**src/rtl/button_event_decoder.sv**
```systemverilog
// rtl/button_event_decoder.sv - debounced button level to press/release/long/repeat pulses
module button_event_decoder #(
  parameter int HOLD_TICKS   = 100,
  parameter int REPEAT_TICKS = 20,
  parameter int CNT_W        = 8
) (
  input  logic clk,
  input  logic rst_n,
  input  logic tick,
  input  logic btn_level,
  output logic press_pulse,
  output logic release_pulse,
  output logic long_pulse,
  output logic repeat_pulse,
  output logic pressed,
  output logic long_held
);

  typedef enum logic [1:0] {
    IDLE  = 2'd0,
    PRESS = 2'd1,
    LONG  = 2'd2
  } state_t;

  localparam logic [CNT_W-1:0] HOLD_LAST   = CNT_W'(HOLD_TICKS - 1);
  localparam logic [CNT_W-1:0] REPEAT_LAST = CNT_W'((REPEAT_TICKS == 0) ? 0 : REPEAT_TICKS - 1);
  localparam logic             REPEAT_EN   = (REPEAT_TICKS != 0);

  state_t           state, state_nxt;
  logic [CNT_W-1:0] cnt, cnt_nxt;
  logic             lvl_q;
  logic             rise, fall;
  logic             press_nxt, release_nxt, long_nxt, repeat_nxt;

  assign rise = btn_level & ~lvl_q;
  assign fall = ~btn_level & lvl_q;

  always_ff @(posedge clk or negedge rst_n) begin
    if (!rst_n) begin
      state         <= IDLE;
      cnt           <= '0;
      lvl_q         <= 1'b0;
      press_pulse   <= 1'b0;
      release_pulse <= 1'b0;
      long_pulse    <= 1'b0;
      repeat_pulse  <= 1'b0;
      pressed       <= 1'b0;
      long_held     <= 1'b0;
    end else begin
      state         <= state_nxt;
      cnt           <= cnt_nxt;
      lvl_q         <= btn_level;
      press_pulse   <= press_nxt;
      release_pulse <= release_nxt;
      long_pulse    <= long_nxt;
      repeat_pulse  <= repeat_nxt;
      // Levels come from the next state so they move on the same edge as the pulse.
      pressed       <= (state_nxt != IDLE);
      long_held     <= (state_nxt == LONG);
    end
  end

  always_comb begin
    state_nxt   = state;
    cnt_nxt     = cnt;
    press_nxt   = 1'b0;
    release_nxt = 1'b0;
    long_nxt    = 1'b0;
    repeat_nxt  = 1'b0;
    case (state)
      IDLE: begin
        cnt_nxt = '0;
        if (rise) begin
          state_nxt = PRESS;
          press_nxt = 1'b1;
        end
      end
      PRESS: begin
        // A release wins over a coincident threshold tick.
        if (fall) begin
          state_nxt   = IDLE;
          cnt_nxt     = '0;
          release_nxt = 1'b1;
        end else if (tick) begin
          if (cnt == HOLD_LAST) begin
            state_nxt = LONG;
            cnt_nxt   = '0;
            long_nxt  = 1'b1;
          end else begin
            cnt_nxt = cnt + CNT_W'(1);
          end
        end
      end
      LONG: begin
        if (fall) begin
          state_nxt   = IDLE;
          cnt_nxt     = '0;
          release_nxt = 1'b1;
        end else if (REPEAT_EN && tick) begin
          if (cnt == REPEAT_LAST) begin
            cnt_nxt    = '0;
            repeat_nxt = 1'b1;
          end else begin
            cnt_nxt = cnt + CNT_W'(1);
          end
        end
      end
      default: begin
        state_nxt = IDLE;
        cnt_nxt   = '0;
      end
    endcase
  end

endmodule
```
**config.mk**
```make
export PLATFORM = sky130hd
export DESIGN_NAME = button_event_decoder
export DESIGN_NICKNAME = d
export VERILOG_FILES = /design/src/rtl/button_event_decoder.sv
export SDC_FILE = /design/constraint.sdc
export NUM_CORES = 1
export LEC_CHECK = 0
export ABC_AREA = 1
export CAP_MARGIN = 0
export CORE_MARGIN = 4
export CORE_UTILIZATION = 45
export DETAILED_ROUTE_END_ITERATION = 7
export GPL_ROUTABILITY_DRIVEN = 0
export GPL_TIMING_DRIVEN = 1
export PLACE_DENSITY = 0.68
export SLEW_MARGIN = 30
export SYNTH_ARGS = -nofsm -noshare
export SYNTH_HDL_FRONTEND = slang
export SYNTH_SLANG_ARGS = --single-unit
```
**constraint.sdc**
```tcl
create_clock -name clk -period 1.4 [get_ports clk]
set_clock_uncertainty 0.15 [all_clocks]
set_input_delay 0.14 -clock clk [delete_from_list [all_inputs] [get_ports clk]]
set_output_delay 0.14 -clock clk [all_outputs]
set_load 0.03 [all_outputs]
```
# Yosys cells after proc, flatten, opt, wreduce, memory -nomap -nowiden
# Cells that the tools add are included.
# Widths: inputs -> output; s select.
[word_totals]
word_cells = 50
register_bits = 17
out_inout_bits = 6
[op_classes]
bitwise_logic = 4
eq_ne = 7
muxes = 25
n_addsub = 1
reduce_logical = 4
[ops]
columns = ["operator", "n"]
rows = [
  ["$mux 8", 6],
  ["$pmux 8 s2", 1],
  ["$mux 1", 12],
  ["$mux 2", 5],
  ["$add 8x1->8 const B", 1],
  ["$eq 8x5->1 const B", 1],
  ["$eq 8x7->1 const B", 1],
  ["$ne 3x3->1 const B", 2],
  ["$pmux 2 s3", 1],
  ["$eq 2x2->1 const B", 2],
  ["$and 1x1->1", 2],
  ["$eq 2x1->1 const B", 1],
  ["$logic_not 2->1", 1],
  ["$not 1->1", 2],
  ["$reduce_and 2->1", 1],
  ["$reduce_bool 2->1", 1],
  ["$reduce_or 2->1", 1],
]

# Logic depth before layout (Yosys ltp)
[depth]
depth_word = 6
ltp_mapped = 10
depth_no_buf = 10

# Worst setup path after synthesis
# OpenSTA, ideal clock, no wires.
[synth_timing]
path_type = "reg2reg"
startpoint = "register state[0]"
endpoint = "register cnt[6]"
n_path_buf = 1
stages_incl_launch_ff = 9
t_arrival_ns = 1.219
path_slack_ns = -0.092
synth_period_minus_slack_ns = 1.492
required_ns = 1.127
cell_sequence = "dfrtp_1 > inv_1 > ha_1 > inv_1 > nand2_1 > nand3_1 > buf_4 > a31oi_1 > a21oi_1"
[synth_via]
elab_chain_cells = 3
word_cells_on_any_way = 6
cone_classes = "eq/ne: 4; mux: 1; reduce/logical: 1"
[synth_lines]
columns = ["item", "line_no", "text"]
rows = [
  ["start: declaration", "29", "state_t state, state_nxt;"],
  ["start signal: assignment", "50", "state <= state_nxt;"],
  ["$eq 2x1->1 / $eq 2x2->1 (equally long branches)", "70", "case (state)"],
  ["$ne 3x3->1 (no line)", "-", ""],
  ["$reduce_and 2->1 (no line)", "-", ""],
  ["end signal: assignment", "51", "cnt <= cnt_nxt;"],
  ["end: declaration", "30", "logic [CNT_W-1:0] cnt, cnt_nxt;"],
]
# Parallel ways exist; a longest one is shown, timed or not.
# A chain may end at the register's enable or synchronous reset.

# Worst setup path in the final report
[layout_timing]
startpoint = "register state[1]"
endpoint = "register pressed"
[layout_via]
elab_chain_cells = 5
word_cells_on_any_way = 10
cone_classes = "eq/ne: 2; mux: 6; reduce/logical: 2"
[layout_lines]
columns = ["item", "line_no", "text"]
rows = [
  ["$mux 2", "85", "if (cnt == HOLD_LAST) begin"],
  ["$mux 2", "84", "end else if (tick) begin"],
  ["$mux 2", "80", "if (fall) begin"],
  ["$pmux 2 s3 (*)", "70", ""],
  ["$reduce_bool 2->1 (*)", "58", "pressed <= (state_nxt != IDLE);"],
  ["end signal: assignment", "58", ""],
  ["end: declaration", "15", "output logic pressed,"],
]
# Every way passes the cells marked *; elsewhere a longest branch is shown, timed or not.

==> qor.yml <==
critPathArrivalTime_ns: 1.67
critical-path-slowest-cell: "sky130_fd_sc_hd__dfrtp_1"
dpl.hpwl_um: 1675
rows: 16
fin_worst_hold_slack_ns: -0.01145
die_area_um2: 3013
floorplan.initialDensity_pct: 48.95
maxSlewHeadroom_pct: 78.35
synth_nets: 140
post-route-min-period_ns: 1.623
worst_path_largest_cell_delay_ns: 0.43
critical_path_cell_count: 11
area_growth_syn_to_layout_pct: 81.54
detail_route.wl_per_cell_um: 18.87
crit_path_start_kind: "register"
fmaxAchievable_ghz: 0.6162
die_y_um: 54.90
drtPass1Iterations: 4
avgViaCountPerCell: 5.580
slew_viol_final: 0
synth_top_area_share_pct: 42.98
worst-path-max-fanout: 3
post-place-ws_ns: -0.2173
synth.lib_cells_used.distinct: 21
antenna_found_initial: 0
synthArstFlopShare_pct: 100.0
yosys_synthesis_warning_count: 0
synthesis.area_per_instance_um2: 7.555
floorplan.core_area_um2: 2022
number_of_violations_reported_at_the_end_of_detailed_routing_iteration_0: 51
first_pass_grt_wire_length_um: 4567
num_vias: 1155
r2r_cells: 11
clock_insertion_delay_worst_skew_ns: 0.31
htree_num_levels: 1
setup_repair_after_global_routing_missed_its_margin: "yes"
inserted_diodes: 0
timing_worst_setup_path_type: "reg -> reg"
num-nets-final: 190
detail-route-antenna-nets: 0
hold_buffers: 0
final.setup.tns_ns: -2.081
io-pin-count: 10
end_kind: "register"
postLayoutSetupSlackWorst_ns: -0.2229
powerDensity_nw_per_um2: 1161
post-synth-top-count-cell: "sky130_fd_sc_hd__nand2_1"
fin_cells: 207
yosys_register_bits: 17
synthesis.instances: 131
path_clk_slew_ns: 0.11
cts-root-to-sink-buffers: 2
run_status: "complete, but fails checks"
critPathCapture: "pressed$_DFF_PN0_"
layout-drive-gt1-share_pct: 60.00
area_of_the_mapped_netlist_um2: 989.7
number_of_synthesized_flops_with_an_enable_pin: 0
worst_r2r_startpoint: "state[1]$_DFF_PN0_"
synth_top_flop_cell: "sky130_fd_sc_hd__dfrtp_1"
violations: "negative hold slack, negative setup slack"
path_cells: "buf_6 -> ha_4 -> inv_4 -> nand2_4 -> buf_6 -> nand2_4 -> nand2_2 -> nand2_1 -> nand2_1 -> nand2_2 -> nand2_2"
crit_required_ns: 1.45
io_buffer_count: 9
vias_in_the_first_global_route: 1021
worst_ir_drop_vdd_mv: 1.340
drv.max_cap_violation_count: 0
worst-path-buf-inv: 3
placed_cells_incl_taps: 194
post-synth-top-area-cell: "sky130_fd_sc_hd__dfrtp_1"
routed_wirelength_um: 3906
tritoncts: "built"
crit-reg2reg-capture: "pressed$_DFF_PN0_"
path_common_cell: "sky130_fd_sc_hd__nand2_2"
synth_common_cells: "sky130_fd_sc_hd__nand2_1 (29), sky130_fd_sc_hd__inv_1 (23), sky130_fd_sc_hd__dfrtp_1 (17), sky130_fd_sc_hd__nand3_1 (14)"
min_period_over_period_pct: 115.9
reg2reg_setup_slack_ns: -0.22
groute.usage.overall_pct: 21.83
grt_start_max_net_pins: 18
slew_at_the_pin_closest_to_its_max_slew_limit_ns: 0.3260
drcViolationCount: 0
synth_area_leaders: "sky130_fd_sc_hd__dfrtp_1 (43%), sky130_fd_sc_hd__nand2_1 (11%), sky130_fd_sc_hd__inv_1 (8.7%)"
setup_viol_count_final: 14
setup.worst_path.start: "state[1]$_DFF_PN0_"
final_core_util_pct: 88.86
die-width_um: 54.90
yosysSeqAreaShare_pct: 42.98
globalRouteOverflowTotal: 0
crit_family: "simple AND/OR/NAND/NOR gates"
path_class_of_the_lowest_slack_min_delay_path: "in -> async"
power.leakage_nw: 0.8770
cts.sink_count: 17
ctsRootBufferMaster: "sky130_fd_sc_hd__clkbuf_4"
finalHoldViolations: 9
cts-buffers-inserted: 3
## how the worst min path moves through the flow
stage	startpoint	end	slack, ns	cells after the start
2_1_floorplan	rst_n	cnt[0]$_DFFE_PN0P_	-0.31	0
3_3_place_gp	rst_n	lvl_q$_DFF_PN0_	0.33	2
3_5_place_dp	rst_n	release_pulse$_DFF_PN0_	0.35	2
4_1_cts	rst_n	release_pulse$_DFF_PN0_	0.008	2
5_1_grt	rst_n	cnt[4]$_DFFE_PN0P_	0.01	2
6_report	rst_n	cnt[3]$_DFFE_PN0P_	-0.01	2
## routing by layer
| layer | vias to the layer above | wire length (um) | global-route usage (%) |
|---|---|---|---|
| li1 | 511 | - | - |
| met1 | 565 | 1695 | 25.68 |
| met2 | 67 | 1861 | 37.60 |
| met3 | 12 | 251 | 3.485 |
| met4 | 0 | 97 | 12.15 |
| met5 | - | 0 | 0 |
## sequential cells by signal, summed over array words and instances, names as in the netlist
register       cells
release_pulse      1
cnt                8
lvl_q              1
state              2
repeat_pulse       1
press_pulse        1
long_pulse         1
long_held          1
pressed            1
## where the power goes
group	switching (mW)	total, mW	leakage (nW)	internal [mW]
clock network	0.171	0.282	0.0150	0.111
registers	0.0459	0.584	0.228	0.538
logic	0.683	1.22	0.634	0.536
## per-stage QoR
stage	power [mW]	hold slack [ns]	area, um^2
floorplan	0.9347	-0.3056	1001
global placement	1.234	0.3345	1326
detailed placement	1.255	0.3459	1326
CTS	1.719	0.007669	1514
global route	2.162	0.01394	1797
finish	2.086	-0.01145	1797
## cell type report
| class | instances | area [um^2] |
|---|---|---|
| multi-input combinational | 88 | 800.8 |
| sequential | 17 | 427.9 |
| timing repair buffer | 47 | 405.4 |
| fill | 94 | 225.2 |
| inverter | 24 | 102.6 |
| tap | 27 | 33.78 |
| clock buffer | 4 | 26.28 |
## placed cells by master, fill, tap and decap left out, drive strengths merged, types with 3 or more instances in the layout
cell type | Yosys | layout
a21oi | 12 | 12
buf | 2 | 38
clkbuf | 0 | 4
clkdlybuf4s50 | 0 | 3
dfrtp | 17 | 17
dlygate4sd2 | 0 | 6
ha | 5 | 5
inv | 24 | 24
nand2 | 34 | 34
nand3 | 14 | 14
nor2 | 15 | 15
o21ai | 3 | 3
## logic make-up (layout without fill, tap and decap cells)
logic type | Yosys count | after routing | synth area share (%)
flip-flops | 17 | 17 | 42.98
buffers and inverters | 26 | 75 | 10.37
AO/OA/AOI/OAI | 18 | 18 | 10.37
adder cells (fa/ha/maj) | 5 | 5 | 6.321
AND/OR/NAND/NOR | 65 | 65 | 29.96
## repair_timing
action                     CTS  global route
resized for setup           46            55
pin swaps                   16            25
buffers inserted             4             6
setup endpoints to repair   21            15
Power figures use the tool's default switching activity.
